**src/rtl/uart_tx_param.sv**
```systemverilog
// uart_tx_param: parametrised UART transmitter with a valid/ready input handshake.
// Frame: start(0), DATA_W data bits LSB first, optional parity, one or two stop bits.
// Parity mode per word: 00 none, 01 even, 10 odd, 11 none.
// Optional feature macro: UART_TX_FIFO_EN adds a FIFO_DEPTH-entry input FIFO so
// that consecutive frames run back-to-back without an idle cycle.
module uart_tx_param #(
  parameter int DATA_W       = 8,
  parameter int CLKS_PER_BIT = 16,
  parameter int FIFO_DEPTH   = 4
) (
  input  logic              clk,
  input  logic              reset,
  input  logic [DATA_W-1:0] tx_data,
  input  logic              tx_valid,
  output logic              tx_ready,
  input  logic [1:0]        parity_mode,
  input  logic              two_stop,
  output logic              Tx_out,
  output logic              tx_busy
);

  localparam logic [2:0] IDLE   = 3'd0;
  localparam logic [2:0] START  = 3'd1;
  localparam logic [2:0] DATA   = 3'd2;
  localparam logic [2:0] PARITY = 3'd3;
  localparam logic [2:0] STOP   = 3'd4;

  localparam int BAUD_W = $clog2(CLKS_PER_BIT);
  localparam int BIT_W  = $clog2(DATA_W);
  localparam int WORD_W = DATA_W + 3;

  // Elaboration-time parameter sanity checks.
  if (DATA_W < 5 || DATA_W > 9) begin : g_bad_data_w
    $error("uart_tx_param: DATA_W must be in 5..9");
  end
  if (CLKS_PER_BIT < 2) begin : g_bad_cpb
    $error("uart_tx_param: CLKS_PER_BIT must be at least 2");
  end
  if (FIFO_DEPTH < 2 || (FIFO_DEPTH & (FIFO_DEPTH - 1)) != 0) begin : g_bad_depth
    $error("uart_tx_param: FIFO_DEPTH must be a power of 2, at least 2");
  end

  logic [2:0]        state;
  logic [BAUD_W-1:0] baud_cnt;
  logic [BIT_W-1:0]  bit_cnt;
  logic [DATA_W-1:0] shreg;
  logic              par_en;
  logic              par_bit;
  logic              stop2;

  logic              baud_tick;
  logic              stop_done;
  logic              word_avail;
  logic [WORD_W-1:0] word;
  logic              chain;
  logic              load;

  logic [DATA_W-1:0] wd_data;
  logic              wd_two;
  logic [1:0]        wd_mode;

  assign baud_tick = (baud_cnt == BAUD_W'(CLKS_PER_BIT - 1));
  // Last cycle of the final stop bit: the frame ends on this edge.
  assign stop_done = (state == STOP) && baud_tick &&
                     (bit_cnt == {{(BIT_W-1){1'b0}}, stop2});

  // Word layout is {parity_mode, two_stop, data}.
  assign wd_data = word[DATA_W-1:0];
  assign wd_two  = word[DATA_W];
  assign wd_mode = word[DATA_W+2:DATA_W+1];

`ifdef UART_TX_FIFO_EN
  localparam int PTR_W = $clog2(FIFO_DEPTH);

  logic [WORD_W-1:0] mem [FIFO_DEPTH];
  logic [PTR_W-1:0]  wr_ptr;
  logic [PTR_W-1:0]  rd_ptr;
  logic [PTR_W:0]    count;
  logic              push;
  logic              pop;

  assign tx_ready   = (count != (PTR_W+1)'(FIFO_DEPTH));
  assign push       = tx_valid && tx_ready;
  assign word_avail = (count != '0);
  assign word       = mem[rd_ptr];
  assign chain      = stop_done;
  assign pop        = load;

  // FIFO storage write port.
  // NOTE: the storage array has no reset; validity is tracked by count alone.
  always_ff @(posedge clk) begin
    if (push) mem[wr_ptr] <= {parity_mode, two_stop, tx_data};
  end

  // FIFO pointers and occupancy; pointers wrap naturally at the power-of-2 depth.
  always_ff @(posedge clk) begin
    if (reset) begin
      wr_ptr <= '0;
      rd_ptr <= '0;
      count  <= '0;
    end else begin
      if (push) wr_ptr <= wr_ptr + PTR_W'(1);
      if (pop)  rd_ptr <= rd_ptr + PTR_W'(1);
      case ({push, pop})
        2'b10:   count <= count + (PTR_W+1)'(1);
        2'b01:   count <= count - (PTR_W+1)'(1);
        default: count <= count;
      endcase
    end
  end
`else
  assign tx_ready   = (state == IDLE);
  assign word_avail = tx_valid;
  assign word       = {parity_mode, two_stop, tx_data};
  assign chain      = 1'b0;
`endif

  // A new frame starts from IDLE, or straight out of STOP when chaining is possible.
  assign load    = word_avail && ((state == IDLE) || chain);
  assign tx_busy = (state != IDLE);

  // Frame sequencer: captures the word, paces bits with the baud counter, drives the line.
  // NOTE: all state here uses non-blocking assignments so every register samples pre-edge values.
  always_ff @(posedge clk) begin
    if (reset) begin
      state    <= IDLE;
      baud_cnt <= '0;
      bit_cnt  <= '0;
      shreg    <= '0;
      par_en   <= 1'b0;
      par_bit  <= 1'b0;
      stop2    <= 1'b0;
      Tx_out   <= 1'b1;
    end else if (load) begin
      state    <= START;
      baud_cnt <= '0;
      bit_cnt  <= '0;
      shreg    <= wd_data;
      par_en   <= (wd_mode == 2'b01) || (wd_mode == 2'b10);
      par_bit  <= (^wd_data) ^ (wd_mode == 2'b10);
      stop2    <= wd_two;
      Tx_out   <= 1'b0;
    end else if (state != IDLE) begin
      if (!baud_tick) begin
        baud_cnt <= baud_cnt + BAUD_W'(1);
      end else begin
        baud_cnt <= '0;
        case (state)
          START: begin
            state   <= DATA;
            bit_cnt <= '0;
            Tx_out  <= shreg[0];
            shreg   <= shreg >> 1;
          end
          DATA: begin
            if (bit_cnt == BIT_W'(DATA_W - 1)) begin
              bit_cnt <= '0;
              if (par_en) begin
                state  <= PARITY;
                Tx_out <= par_bit;
              end else begin
                state  <= STOP;
                Tx_out <= 1'b1;
              end
            end else begin
              bit_cnt <= bit_cnt + BIT_W'(1);
              Tx_out  <= shreg[0];
              shreg   <= shreg >> 1;
            end
          end
          PARITY: begin
            state   <= STOP;
            bit_cnt <= '0;
            Tx_out  <= 1'b1;
          end
          STOP: begin
            if (stop_done) begin
              state   <= IDLE;
              bit_cnt <= '0;
              Tx_out  <= 1'b1;
            end else begin
              bit_cnt <= bit_cnt + BIT_W'(1);
            end
          end
          default: begin
            state  <= IDLE;
            Tx_out <= 1'b1;
          end
        endcase
      end
    end
  end

endmodule

```
**config.mk**
```make
export PLATFORM = sky130hd
export DESIGN_NAME = uart_tx_param
export DESIGN_NICKNAME = d
export VERILOG_FILES = /design/src/rtl/uart_tx_param.sv
export SDC_FILE = /design/constraint.sdc
export NUM_CORES = 1
export LEC_CHECK = 0
export BUFFER_PORTS_ARGS = -buffer_cell sky130_fd_sc_hd__buf_2
export CAP_MARGIN = 5
export CORE_MARGIN = 8
export CORE_UTILIZATION = 56
export DETAILED_ROUTE_END_ITERATION = 10
export GPL_TIMING_DRIVEN = 0
export HOLD_SLACK_MARGIN = 0.02
export PLACE_DENSITY = 0.81
export REMOVE_ABC_BUFFERS = 1
export SETUP_SLACK_MARGIN = 0.4
export SYNTH_ARGS = -nofsm -noshare
export SYNTH_HDL_FRONTEND = slang
export SYNTH_SLANG_ARGS = --single-unit
```
**constraint.sdc**
```tcl
create_clock -name clk -period 2.6 [get_ports clk]
set_input_delay 0.52 -clock clk [delete_from_list [all_inputs] [get_ports clk]]
set_output_delay 0.52 -clock clk [all_outputs]
set_load 0.005 [all_outputs]
```
# Word-level counts from Yosys, hierarchy flattened
# Cells that the tools add are included.
dict set report totals {
  ff_bits 22
  input_bits 14
  out_inout_bits 3
  elab_cells 67
}
dict set report classes {
  addsub 2
  n_eq_ne 14
  mux 23
  n_bitwise 1
  reduce_logical 18
}
# op count
set op_table {}
lappend op_table {{8-bit 2-to-1 mux} 4}
lappend op_table {{8-bit one-hot mux with 2 select lines} 1}
lappend op_table {{3-bit 2-to-1 mux} 5}
lappend op_table {{3-bit one-hot mux with 4 select lines} 1}
lappend op_table {{4-bit AND reduction} 3}
lappend op_table {{1-bit 2-to-1 mux} 9}
lappend op_table {{3-bit != test, second input constant} 3}
lappend op_table {{3-bit one-hot mux with 3 select lines} 1}
lappend op_table {{3-bit nonzero test} 3}
lappend op_table {{8-bit parity} 1}
lappend op_table {{3-bit by 2-bit equality test with 1-bit output, second input constant} 2}
lappend op_table {{3-bit equality test, second input constant} 2}
lappend op_table {{3-bit AND reduction} 2}
lappend op_table {{4-bit by 1-bit adder with 4-bit output, second input constant} 1}
lappend op_table {{4-bit equality test, second input constant} 1}
lappend op_table {{4-bit 2-to-1 mux} 1}
lappend op_table {{2-bit != test, second input constant} 2}
lappend op_table {{2-bit nonzero test} 2}
lappend op_table {{2-bit OR reduction} 2}
lappend op_table {{3-bit by 1-bit adder with 3-bit output, second input constant} 1}
lappend op_table {{3-bit by 1-bit equality test with 1-bit output} 1}
lappend op_table {{3-bit by 1-bit equality test with 1-bit output, second input constant} 1}
lappend op_table {{1-bit logical AND} 3}
lappend op_table {{3-bit zero test} 1}
lappend op_table {{5 further kinds} 5}

# Logic depth before layout (Yosys ltp)
# Gate-level depths: netlist of the first run.
dict set report depth {
  word_depth 8
  mapped_depth 9
  mapped_depth_nobuf 7
}

# Worst setup path after synthesis of the first run
# No wires, ideal clock.
dict set report synth_path {
  path_type {register -> register}
  startpoint {register bit_cnt[0]}
  endpoint {register shreg[0]}
  setup_ns 0.088
  arrival_ns 1.699
  required_ns 2.512
  setup_slack_ns 0.813
  stages_incl_launch_ff 8
  n_path_buf 1
  period_less_slack_ns 1.787
  cell_sequence {dfxtp_1 > ha_1 > ha_1 > o21a_1 > o31ai_4 > buf_12 > nor2_2 > a311oi_2}
}
dict set report synth_between {
  elab_chain_cells 3
}
# item line_no
set synth_rtl {}
lappend synth_rtl {{start, declared} 45} ;# logic [BIT_W-1:0] bit_cnt;
lappend synth_rtl {{start signal, assigned} 166} ;# bit_cnt <= bit_cnt + BIT_W'(1);
lappend synth_rtl {{start signal, assigned} 182} ;# bit_cnt <= bit_cnt + BIT_W'(1);
lappend synth_rtl {{3-bit equality test} 156} ;# if (bit_cnt == BIT_W'(DATA_W - 1)) begin
lappend synth_rtl {{3-bit != test (no source line)} -}
lappend synth_rtl {{4-bit AND reduction (no source line)} -}
lappend synth_rtl {{end signal, assigned} 138} ;# shreg <= wd_data;
lappend synth_rtl {{end signal, assigned} 153} ;# shreg <= shreg >> 1;
lappend synth_rtl {{end signal, assigned} 168} ;# shreg <= shreg >> 1;
lappend synth_rtl {{end, declared} 46} ;# logic [DATA_W-1:0] shreg;
# Every way passes these cells.
# A chain may end at the register's enable or synchronous reset.

# Final worst setup path of the first run
dict set report layout_path {
  startpoint {register state[2]}
  endpoint {output port tx_ready}
}
dict set report layout_between {
  elab_chain_cells 1
}
# item line_no
set layout_rtl {}
lappend layout_rtl {{start, declared} 43} ;# logic [2:0] state;
lappend layout_rtl {{start signal, assigned} 126} ;# state <= IDLE;
lappend layout_rtl {{start signal, assigned} 135} ;# state <= START;
lappend layout_rtl {{start signal, assigned} 150} ;# state <= DATA;
lappend layout_rtl {{3-bit zero test} 112} ;# assign tx_ready = (state == IDLE);
lappend layout_rtl {{end, declared} 15} ;# output logic tx_ready,
# Every way passes these cells.

==> results of run 1 <==
## per-layer routing
metal | vias up | part of all wire, % | GRT usage, %
li1 | 543 | - | -
met1 | 515 | 44 | 14.6
met2 | 20 | 53 | 23.6
met3 | 2 | 2.8 | 2.12
met4 | 0 | 0.66 | 5.01
met5 | - | 0 | 0
## per-stage QoR
step | setup WS (ns) | area, um2
final | 0.554 | 1410
after global routing | 0.480 | 1410
after CTS | 0.415 | 1370
after detailed placement | 0.417 | 1320
after global placement | 0.503 | 1320
after floorplan | 0.673 | 1200
## kinds of logic after synthesis
group | after synthesis
AND/OR/NAND/NOR | 62
AO/OA/AOI/OAI | 35
buffers and inverters | 11
adder cells (fa/ha/maj) | 4
flip-flops | 22
XOR/XNOR | 9
multiplexers | 1
## area by class of cell
class	instances	area, um2
Fill cell	200	757
Multi-Input combinational cell	111	742
Sequential cell	22	440
Timing Repair Buffer	20	123
Tap cell	28	35.0
Clock inverter	1	30.0
Clock buffer	3	22.5
Inverter	4	20.0
## critical path, stage by stage, from the launching register on
cell	delay, ns
dfxtp_1	0.45
or3_1	0.53
clkinv_4	0.12
buf_2	0.11
## state kept, by name, indices dropped and copies added (netlist names)
| signal | count |
|---|---|
| bit_cnt | 3 |
| par_en | 1 |
| par_bit | 1 |
| stop2 | 1 |
| shreg | 8 |
| state | 3 |
| baud_cnt | 4 |
| Tx_out | 1 |
## final timing paths
| check | from | endpoint | slack [ns] | cells after the start |
|---|---|---|---|---|
| max | state[2] | tx_ready | 0.55 | 3 |
| min | two_stop | stop2 | 0.46 | 3 |
| max reg2reg | state[2] | shreg[4] | 0.67 | 7 |
| min reg2reg | par_bit | par_bit | 0.48 | 2 |
## power by group through the flow
stage	clock, mW	sequential (mW)	combinational, mW
detailed placement	0	0.379	0.134
global placement	0	0.378	0.127
floorplan	0	0.375	0.0967
global route	0.281	0.374	0.159
CTS	0.268	0.371	0.134
finish	0.259	0.371	0.145
## placed cells by master (no fill, tap or decap), types with 2 or more instances in the layout
cell,Yosys,final
a311oi_2,5,5
nand2_1,24,24
xnor2_1,6,6
clkbuf_4,0,3
a311oi_1,3,3
buf_2,0,16
or3_1,2,2
buf_4,0,3
a21oi_1,11,11
nor3_1,2,2
nor2_1,16,16
o21ai_0,2,2
nand3_1,3,3
ha_1,4,4
nand2b_1,4,4
a32oi_1,2,2
nor2b_1,2,2
nor2_2,3,3
dfxtp_1,22,22
xor2_1,2,2
inv_1,3,3
## what timing repair did
item	in CTS	in global routing
endpoints found under the setup margin	1	8
hold buffers	0	0
setup buffers	0	4
endpoints found under the hold margin	0	0
pin swaps	1	1
==> results by group, run 1 <==
Logic synthesis
  – Seq cells post-synth: 22
  – Syn avg cell area: 8.80 um2
  – Xor-xnor portion of the synthesized cell area: 7.31%
  – Seq/Total Area, Yosys: 34.7%
  – Top cell type's share of synthesized area: 34.7%
  – Mapped Cells: between 100 and 150
  – Number of synthesized flops with an enable pin: 0
  – Commonest cells in the netlist: 24 x nand2_1, 22 x dfxtp_1, 16 x nor2_1, 11 x a21oi_1, 6 x xnor2_1
  – Compound-Gate Fraction of Synth Area: a little under a quarter
  – Post-synthesis mux area share: 0.888%
  – Yosys warns: 0
  – Synthesized area: about 1300 um2
  – Leading post-synthesis cells by cell area: dfxtp_1 35%, nand2_1 7.1%, a311oi_2 5.9%
  – Netlist cell types: 42
  – Ys async rst share: 0%
  – Synthesized-area fraction occupied by adder cells: 3.95%
  – Top_reg_cell synth: dfxtp_1
  – Post-Synth Simple-Gate Area: between 20% and 30%
  – Largest family of logic cells by synthesized area: compound AO/OA/AOI/OAI gates
  – Cell with the most instances after synthesis: nand2_1
  – Cell taking the most area after synthesis: dfxtp_1

Placed design
  – Dpl hpwl: 1870 um
  – Placed cell count: approximately 180
  – RD Place Congestion: 0.853
  – Number of buffers added on ports: 16

Power
  – Sw Pwr: about 0.19 mW
  – Switching part of the total: 24.8%
  – Int Pwr: between 0.5 and 0.6 mW
  – Worst VDD drop: approximately 0.41 mV
  – Total power: 0.775 mW
  – Clk pwr share: roughly 34%
  – Pwr Density: 549 nW/um2
  – Logic gate share of total power: 18.6%
  – Flop pwr share: 47.9%
  – Lkg Pwr: around 0.55 nW

STA
  – Fin Setup TNS: 0 ns
  – Fin. Hold Viols: 0
  – Max transition margin: about three quarters
  – Minimum hold slack: 0.456 ns
  – Fin crit period: just over 2 ns
  – Measured slew at the worst slew-check pin: 0.400 ns
  – RSZ-0062 raised after global routing: false
  – Worst clock skew: 0.0151 ns
  – Max-slew violations: 0
  – Max Clock Freq: 489 MHz
  – Setup Viol. Count Final: 0
  – Final Cycle Share: 78.7%

Run
  – Maxcap violations: 0

Finish
  – Area delta synth->final: 11.5%
  – Nets@finish: 180
  – Diode count: 0
  – Final Instance Count excl. Fillers: 189
  – Layout cells sized above 1: 24.2%
  – Final core utilization: 65.1%

Route
  – Vias: 1,080
  – DRT Wirelength: 2560 um
  – DRC: 0
  – Initial DRC count: 17
  – Post-DR wirelength/cell: 13.6 um
  – Via density: 5.71
  – Drt pass-1 iters: 4
  – ANT nets after route: 0

Outcome
  – Status: complete, no violations

Clock network
  – Num Clock Sinks: 22
  – Clock transition at path regs: 0.13 ns
  – Root buffer cell: clkbuf_4
  – Clk Latency, worst-skew pair: about 0.31 ns
  – Num CTS Buffers: 3
  – TritonCTS clock tree: yes
  – Cts repair resizes: 0
  – CTS Buffer Depth: 2
  – H-tree lvl count: 1

Setup path
  – CP required: between 2 and 2.5 ns
  – Crit path DAT: 1.53 ns
  – WS Path Type: register to output pin
  – Setup crit end kind: output pin
  – Crit path max fanout: 11
  – Startpoint type of the worst setup path: register

GRT
  – Vias in the first global route: 1,052
  – First-pass GRT wire length: 4420 um
  – Largest net degree at the start of global routing: 16
  – Grt ovf: 0
  – GRT Util Overall: ~13%
  – Initial antenna violation count: 0

Die
  – # rows: 17
  – Initial Utilization: 58.4%
  – Top Ports: 17
  – Die footprint: slightly above 4000 um2
  – Die X: 63.6 um
  – Die height: 63.6 um
  – Core area: 2170 um2

Min path
  – Type of the worst min-delay path: primary input to register
Note: power is estimated with default switching activity, not from simulation.
==> inputs of run 2 (changes only) <==
- clock period: 2.6 -> 2 ns (I/O delays scaled with it)
==> run 2 against run 1 <==
Clock power rose by 36%. Non-clock buffer count up 16. First-iteration DRC count grew to 2.7 times the previous value. Via count increased by 14%. Total power is 42% higher. Critical path type is now register to register.
==> results by group, run 2 (same netlist as run 1, synthesis figures left out) <==
Route
  – Via density: 6.00 (+5.0%)
  – DRC: 0 (unchanged)
  – Vias: 1,236 (+14%)
  – Drt pass-1 iters: 4 (unchanged)
  – Post-DR wirelength/cell: 17.7 um (+31%)
  – ANT nets after route: 0 (unchanged)
  – Initial DRC count: 46 (+29)
  – DRT Wirelength: 3650 um (+43%)

Min path
  – Hold depth: 3 (unchanged)
  – Type of the worst min-delay path: primary input to register

GRT
  – Largest net degree at the start of global routing: 15 (-1)
  – GRT Util Overall: 14.9% (+1.9 points)
  – Vias in the first global route: 1,165 (+11%)
  – Initial antenna violation count: 0 (unchanged)
  – Grt ovf: 0 (unchanged)
  – First-pass GRT wire length: 5090 um (+15%)

Finish
  – Diode count: 0 (unchanged)
  – Commonest cells after routing, fill and taps aside: 23 x nand2_1, 16 x nor2_1, 15 x dfxtp_1, 15 x buf_2, 12 x buf_4
  – Final Instance Count excl. Fillers: 206 (+9.0%)
  – Largest register FFs: 8 (unchanged)
  – Area delta synth->final: 34.3%
  – Register area: 462 um2 (+4.8%)
  – Nets@finish: 197 (+9.4%)
  – Footprint of the multi-input gates: 866 um2 (+17%)
  – Register name with the most flops: shreg
  – Largest regs: shreg: 8 flops, baud_cnt: 4 flops
  – Commonest non-fill, non-tap cell in the layout: nand2_1
  – Layout cells sized above 1: 42.7% (+18 points)
  – Fill count: 130 (-35%)

Die
  – Die height: 63.6 um (unchanged)
  – Initial Utilization: 58.4% (unchanged)
  – Die footprint: 4040 um2 (unchanged)
  – Die X: 63.6 um (unchanged)
  – Core area: 2170 um2 (unchanged)
  – # rows: 17 (unchanged)
  – Top Ports: 17 (unchanged)

Run
  – Maxcap violations: 0 (unchanged)

Setup path
  – WS Path Type: register to register
  – Cells on worst reg2reg path: 7 (unchanged)
  – Crit path buffers/inverters: 1 (-1)
  – Setup crit end kind: register
  – Critical path's largest stage delay: 0.37 ns (-0.16 ns)
  – Startpoint type of the worst setup path: register
  – Cell family with the largest share of critical-path delay: compound AO/OA/AOI/OAI gates
  – Worst path depth: 7 (+4)
  – Crit path DAT: 1.94 ns (+0.41 ns)
  – Most Frequent Cell on Critical Path: ha_4
  – Crit path max fanout: 7 (-4)
  – CP required: 2.23 ns (+0.15 ns)
  – Slowest CP cell: dfxtp_4
  – Worst path cell trace: ha_4, ha_4, o21a_4, o31ai_4, buf_6, nor2_1, a311oi_1
  – R2r setup slk: 0.29 ns (-0.38 ns)

Clock network
  – TritonCTS clock tree: yes
  – Num Clock Sinks: 22 (unchanged)
  – Root buffer cell: clkbuf_4
  – CTS Buffer Depth: 2 (unchanged)
  – Clock transition at path regs: 0.12 ns (about the same)
  – H-tree lvl count: 1 (unchanged)
  – Clk Latency, worst-skew pair: 0.32 ns (about the same)
  – Num CTS Buffers: 3 (unchanged)

Power
  – Worst VDD drop: 0.521 mV (+28%)
  – Lkg Pwr: 0.653 nW (+20%)
  – Pwr Density: 646 nW/um2 (+18%)

STA
  – Max-slew violations: 0 (unchanged)
  – Measured slew at the worst slew-check pin: 0.321 ns (-0.0789 ns)
  – Max Clock Freq: 584 MHz
  – Max transition margin: 78.5% (+5.1 points)
  – Minimum hold slack: 0.317 ns (-0.138 ns)
  – Fin crit period: 1.71 ns
  – Fin Setup TNS: 0 ns (unchanged)
  – Final WS setup: 0.289 ns (-0.265 ns)
  – Worst clock skew: 0.00965 ns (-0.00541 ns)
  – RSZ-0062 raised after global routing: true
  – Fin. Hold Viols: 0 (unchanged)
  – Setup Viol. Count Final: 0 (unchanged)
  – Final Cycle Share: 85.6%

Placed design
  – Dpl hpwl: 1870 um (unchanged)
  – Number of buffers added on ports: 16 (unchanged)
  – Place WS: -0.183 ns (-0.600 ns)
  – RD Place Congestion: 0.853 (unchanged)
  – Placed cell count: 181 (unchanged)

Outcome
  – Status: complete, no violations
-- run 2: stage by stage --
stage                     power [mW]  utilization [%]  area (um2)
final                           1.10             78.4        1700
after global routing            1.13             78.4        1700
after CTS                       1.04             72.5        1570
after detailed placement       0.666             60.7        1320
after global placement         0.657             60.7        1320
after floorplan                0.614                -        1200
-- run 2: worst min-delay path: cells and delay by family --
family                 cells  cell delay [ns]
AO/OA/AOI/OAI              1             0.05
buffers and inverters      1             0.10
AND/OR/NAND/NOR            1             0.04
-- run 2: where the power goes --
part | total, mW | switching [mW] | internal (mW)
Combinational | 0.269 | 0.134 | 0.135
Sequential | 0.479 | 0.0193 | 0.460
Clock | 0.351 | 0.148 | 0.203
Total | 1.10 | 0.301 | 0.797
-- run 2: cell type report --
| type | instances | share of cell area (%) |
|---|---|---|
| Clock inverter | 1 | 1.76 |
| Timing Repair Buffer | 36 | 15.7 |
| Inverter | 4 | 1.18 |
| Tap cell | 28 | 2.06 |
| Multi-Input combinational cell | 112 | 50.9 |
| Sequential cell | 22 | 27.1 |
| Clock buffer | 3 | 1.32 |
-- run 2: worst paths after layout --
check              start     endpoint
min             two_stop        stop2
min reg2reg  baud_cnt[1]  baud_cnt[1]
max reg2reg   bit_cnt[0]     shreg[4]
max           bit_cnt[0]     shreg[4]
-- run 2: metal layers --
layer / GRT usage, % / routed length, um / vias to the layer above
met3: 2.12 / 177 / 11
met4: 5.29 / 91 / 0
met2: 27.2 / 1880 / 41
li1: - / - / 581
met1: 17.0 / 1510 / 603
met5: 0 / 0 / -
-- run 2: repair_timing --
action	in CTS	in global routing
pin swaps	4	7
gates cloned	1	0
endpoints found under the hold margin	0	0
endpoints found under the setup margin	15	12
hold buffers	0	0
gates resized for setup	21	22
setup buffers	15	5
==> inputs of run 3 (changes only) <==
==> constraint.sdc (replaced) <==
create_clock -name clk -period 2 [get_ports clk]
set_input_delay 0.1 -clock clk [delete_from_list [all_inputs] [get_ports clk]]
set_output_delay 0.1 -clock clk [all_outputs]
set_load 0.005 [all_outputs]
==> run 3 against run 2 <==
Flip-flop and latch count stayed put. Die area stayed put. Final cell count decreased by 1.9%. Largest power group unchanged. Critical endpoint is now shreg[6]. Hold slack got worse by 0.29 ns. Clock skew grew 0.0053 ns. Count of clock-buffer cells in the layout stayed put. Fmax is 3.7% higher. Register-to-register slack gained 0.06 ns. Via count fell by 8.2%. Final area fell by 4.6%. Sequential share of layout area up 0.99 points.
==> results by group, run 3 (same netlist as run 1, synthesis figures left out) <==
Outcome
  – Status: complete, no violations

Placed design
  – Number of buffers added on ports: 16 (unchanged)
  – RD Place Congestion: 0.853 (unchanged)
  – Dpl hpwl: 1870 um (unchanged)

Finish
  – Commonest non-fill, non-tap cell in the layout: nand2_1
  – Final core utilization: 74.9% (-3.6 points)
  – Register name with the most flops: shreg
  – Register area: 457 um2 (-1.1%)
  – Layout cells sized above 1: 39.7% (-3.0 points)
  – Area delta synth->final: 28.1%
  – Largest regs: shreg: 8 flops, baud_cnt: 4 flops
  – Largest register FFs: 8 (unchanged)
  – Diode count: 0 (unchanged)
  – Commonest cells after routing, fill and taps aside: 24 x nand2_1, 16 x buf_2, 15 x dfxtp_1, 15 x nor2_1, 13 x buf_4
  – Fill count: 161 (+24%)
  – Footprint of the multi-input gates: 837 um2 (-3.3%)
  – Nets@finish: 193 (-2.0%)

Clock network
  – CTS Buffer Depth: 2 (unchanged)
  – Num Clock Sinks: 22 (unchanged)
  – TritonCTS clock tree: yes
  – Root buffer cell: clkbuf_4
  – H-tree lvl count: 1 (unchanged)
  – Clock transition at path regs: 0.14 ns (+0.02 ns)
  – Clk Latency, worst-skew pair: 0.31 ns (about the same)
  – Num CTS Buffers: 3 (unchanged)

Route
  – Initial DRC count: 30 (-35%)
  – Post-DR wirelength/cell: 14.6 um (-18%)
  – DRT Wirelength: 2950 um (-19%)
  – DRC: 0 (unchanged)
  – ANT nets after route: 0 (unchanged)
  – Via density: 5.62 (-6.4%)
  – Vias: 1,135 (-8.2%)
  – Drt pass-1 iters: 4 (unchanged)

STA
  – Max Clock Freq: 606 MHz (+3.7%)
  – Fin. Hold Viols: 0 (unchanged)
  – Max-slew violations: 0 (unchanged)
  – Max transition margin: 78.2% (-0.26 points)
  – Measured slew at the worst slew-check pin: 0.325 ns (+0.00382 ns)
  – Worst clock skew: 0.0150 ns (+0.00532 ns)
  – Setup Viol. Count Final: 0 (unchanged)
  – Final Cycle Share: 82.5% (-3.1 points)
  – RSZ-0062 raised after global routing: true
  – Minimum hold slack: 0.0309 ns (-0.286 ns)
  – Fin crit period: 1.65 ns (-0.0618 ns)

Setup path
  – WS Path Type: register to register
  – Crit path DAT: 1.86 ns (-0.08 ns)
  – Most Frequent Cell on Critical Path: buf_6
  – Setup crit end kind: register
  – Critical path's largest stage delay: 0.37 ns (about the same)
  – Startpoint type of the worst setup path: register
  – CP required: 2.21 ns (-0.02 ns)
  – Worst path cell trace: ha_4, ha_4, o21a_4, o31ai_4, buf_6, buf_6, buf_6, a311oi_2
  – Crit path max fanout: 7 (unchanged)
  – Slowest CP cell: dfxtp_4

GRT
  – Vias in the first global route: 1,144 (-1.8%)
  – Initial antenna violation count: 0 (unchanged)
  – First-pass GRT wire length: 4880 um (-4.1%)
  – Largest net degree at the start of global routing: 15 (unchanged)
  – GRT Util Overall: 14.4% (-0.54 points)
  – Grt ovf: 0 (unchanged)

Min path
  – Type of the worst min-delay path: primary input to register

Power
  – Int Pwr: 0.782 mW (-1.9%)
  – Logic gate share of total power: 21.7% (-2.8 points)
  – Sw Pwr: 0.270 mW (-10%)
  – Switching part of the total: 25.7% (-1.8 points)
  – Clk pwr share: 32.6% (+0.7 points)
  – Flop pwr share: 45.8% (+2.2 points)
  – Worst VDD drop: 0.563 mV (+8.1%)
  – Lkg Pwr: 0.614 nW (-6.0%)
  – Pwr Density: 648 nW/um2 (+0.30%)

Die
  – Die height: 63.6 um (unchanged)
  – # rows: 17 (unchanged)
  – Die footprint: 4040 um2 (unchanged)
  – Top Ports: 17 (unchanged)
  – Core area: 2170 um2 (unchanged)
  – Die X: 63.6 um (unchanged)
  – Initial Utilization: 58.4% (unchanged)

Run
  – Maxcap violations: 0 (unchanged)
[run 3: cell count changes in the layout (fill, tap and decap cells not counted), sizes merged]
cell / previous run / this run
buf: 36 / 33
and2: 2 / 1
[run 3: cell type report]
type | count | share of cell area (%)
Clock buffer | 3 | 1.39
Clock inverter | 1 | 1.85
Inverter | 4 | 1.23
Multi-Input combinational cell | 111 | 51.5
Sequential cell | 22 | 28.1
Tap cell | 28 | 2.16
Timing Repair Buffer | 33 | 13.7
[run 3: path summary, 6_finish.rpt]
| kind | endpoint | startpoint | depth (start not counted) | slack (ns) |
|---|---|---|---|---|
| hold reg to reg | par_bit | par_bit | 2 | 0.49 |
| setup / recovery | shreg[6] | bit_cnt[0] | 8 | 0.35 |
| hold / removal | stop2 | two_stop | 3 | 0.03 |
| setup reg to reg | shreg[6] | bit_cnt[0] | 8 | 0.35 |
[run 3: through the flow]
stage	instances	TNS (ns)	cell area [um2]	total power, mW	setup slack (ns)
5_1_grt	202	0	1620	1.10	0.280
3_3_place_gp	181	-0.591	1320	0.657	-0.0974
3_5_place_dp	181	-0.909	1320	0.666	-0.183
4_1_cts	197	0	1540	1.03	0.400
6_report	202	0	1620	1.05	0.351
2_1_floorplan	137	0	1200	0.614	0.0728
[run 3: critical path: cells and delay by family, from the launching register on]
kind            cells  cell delay, ns
fa+ha+maj           2            0.32
flops               1            0.37
buf+inv             3            0.36
compound gates      3            0.51
[run 3: layer usage]
| metal | wire, um | GRT usage [%] |
|---|---|---|
| met3 | 89 | 2.30 |
| met4 | 35 | 5.85 |
| met1 | 1270 | 15.8 |
| met2 | 1560 | 26.5 |
| met5 | 0 | 0 |
[run 3: power groups by stage]
stage                     logic [mW]  clock network (mW)  registers [mW]
final                          0.228               0.342           0.481
after global routing           0.248               0.364           0.484
after CTS                      0.202               0.348           0.482
after detailed placement       0.174                   0           0.492
after global placement         0.165                   0           0.491
after floorplan                0.126                   0           0.488
[run 3: what timing repair did]
action,4_1_cts,5_1_grt
hold buffers,0,0
gates resized for setup,20,11
pin swaps,8,7
setup endpoints to repair,14,9
buffers inserted,12,5
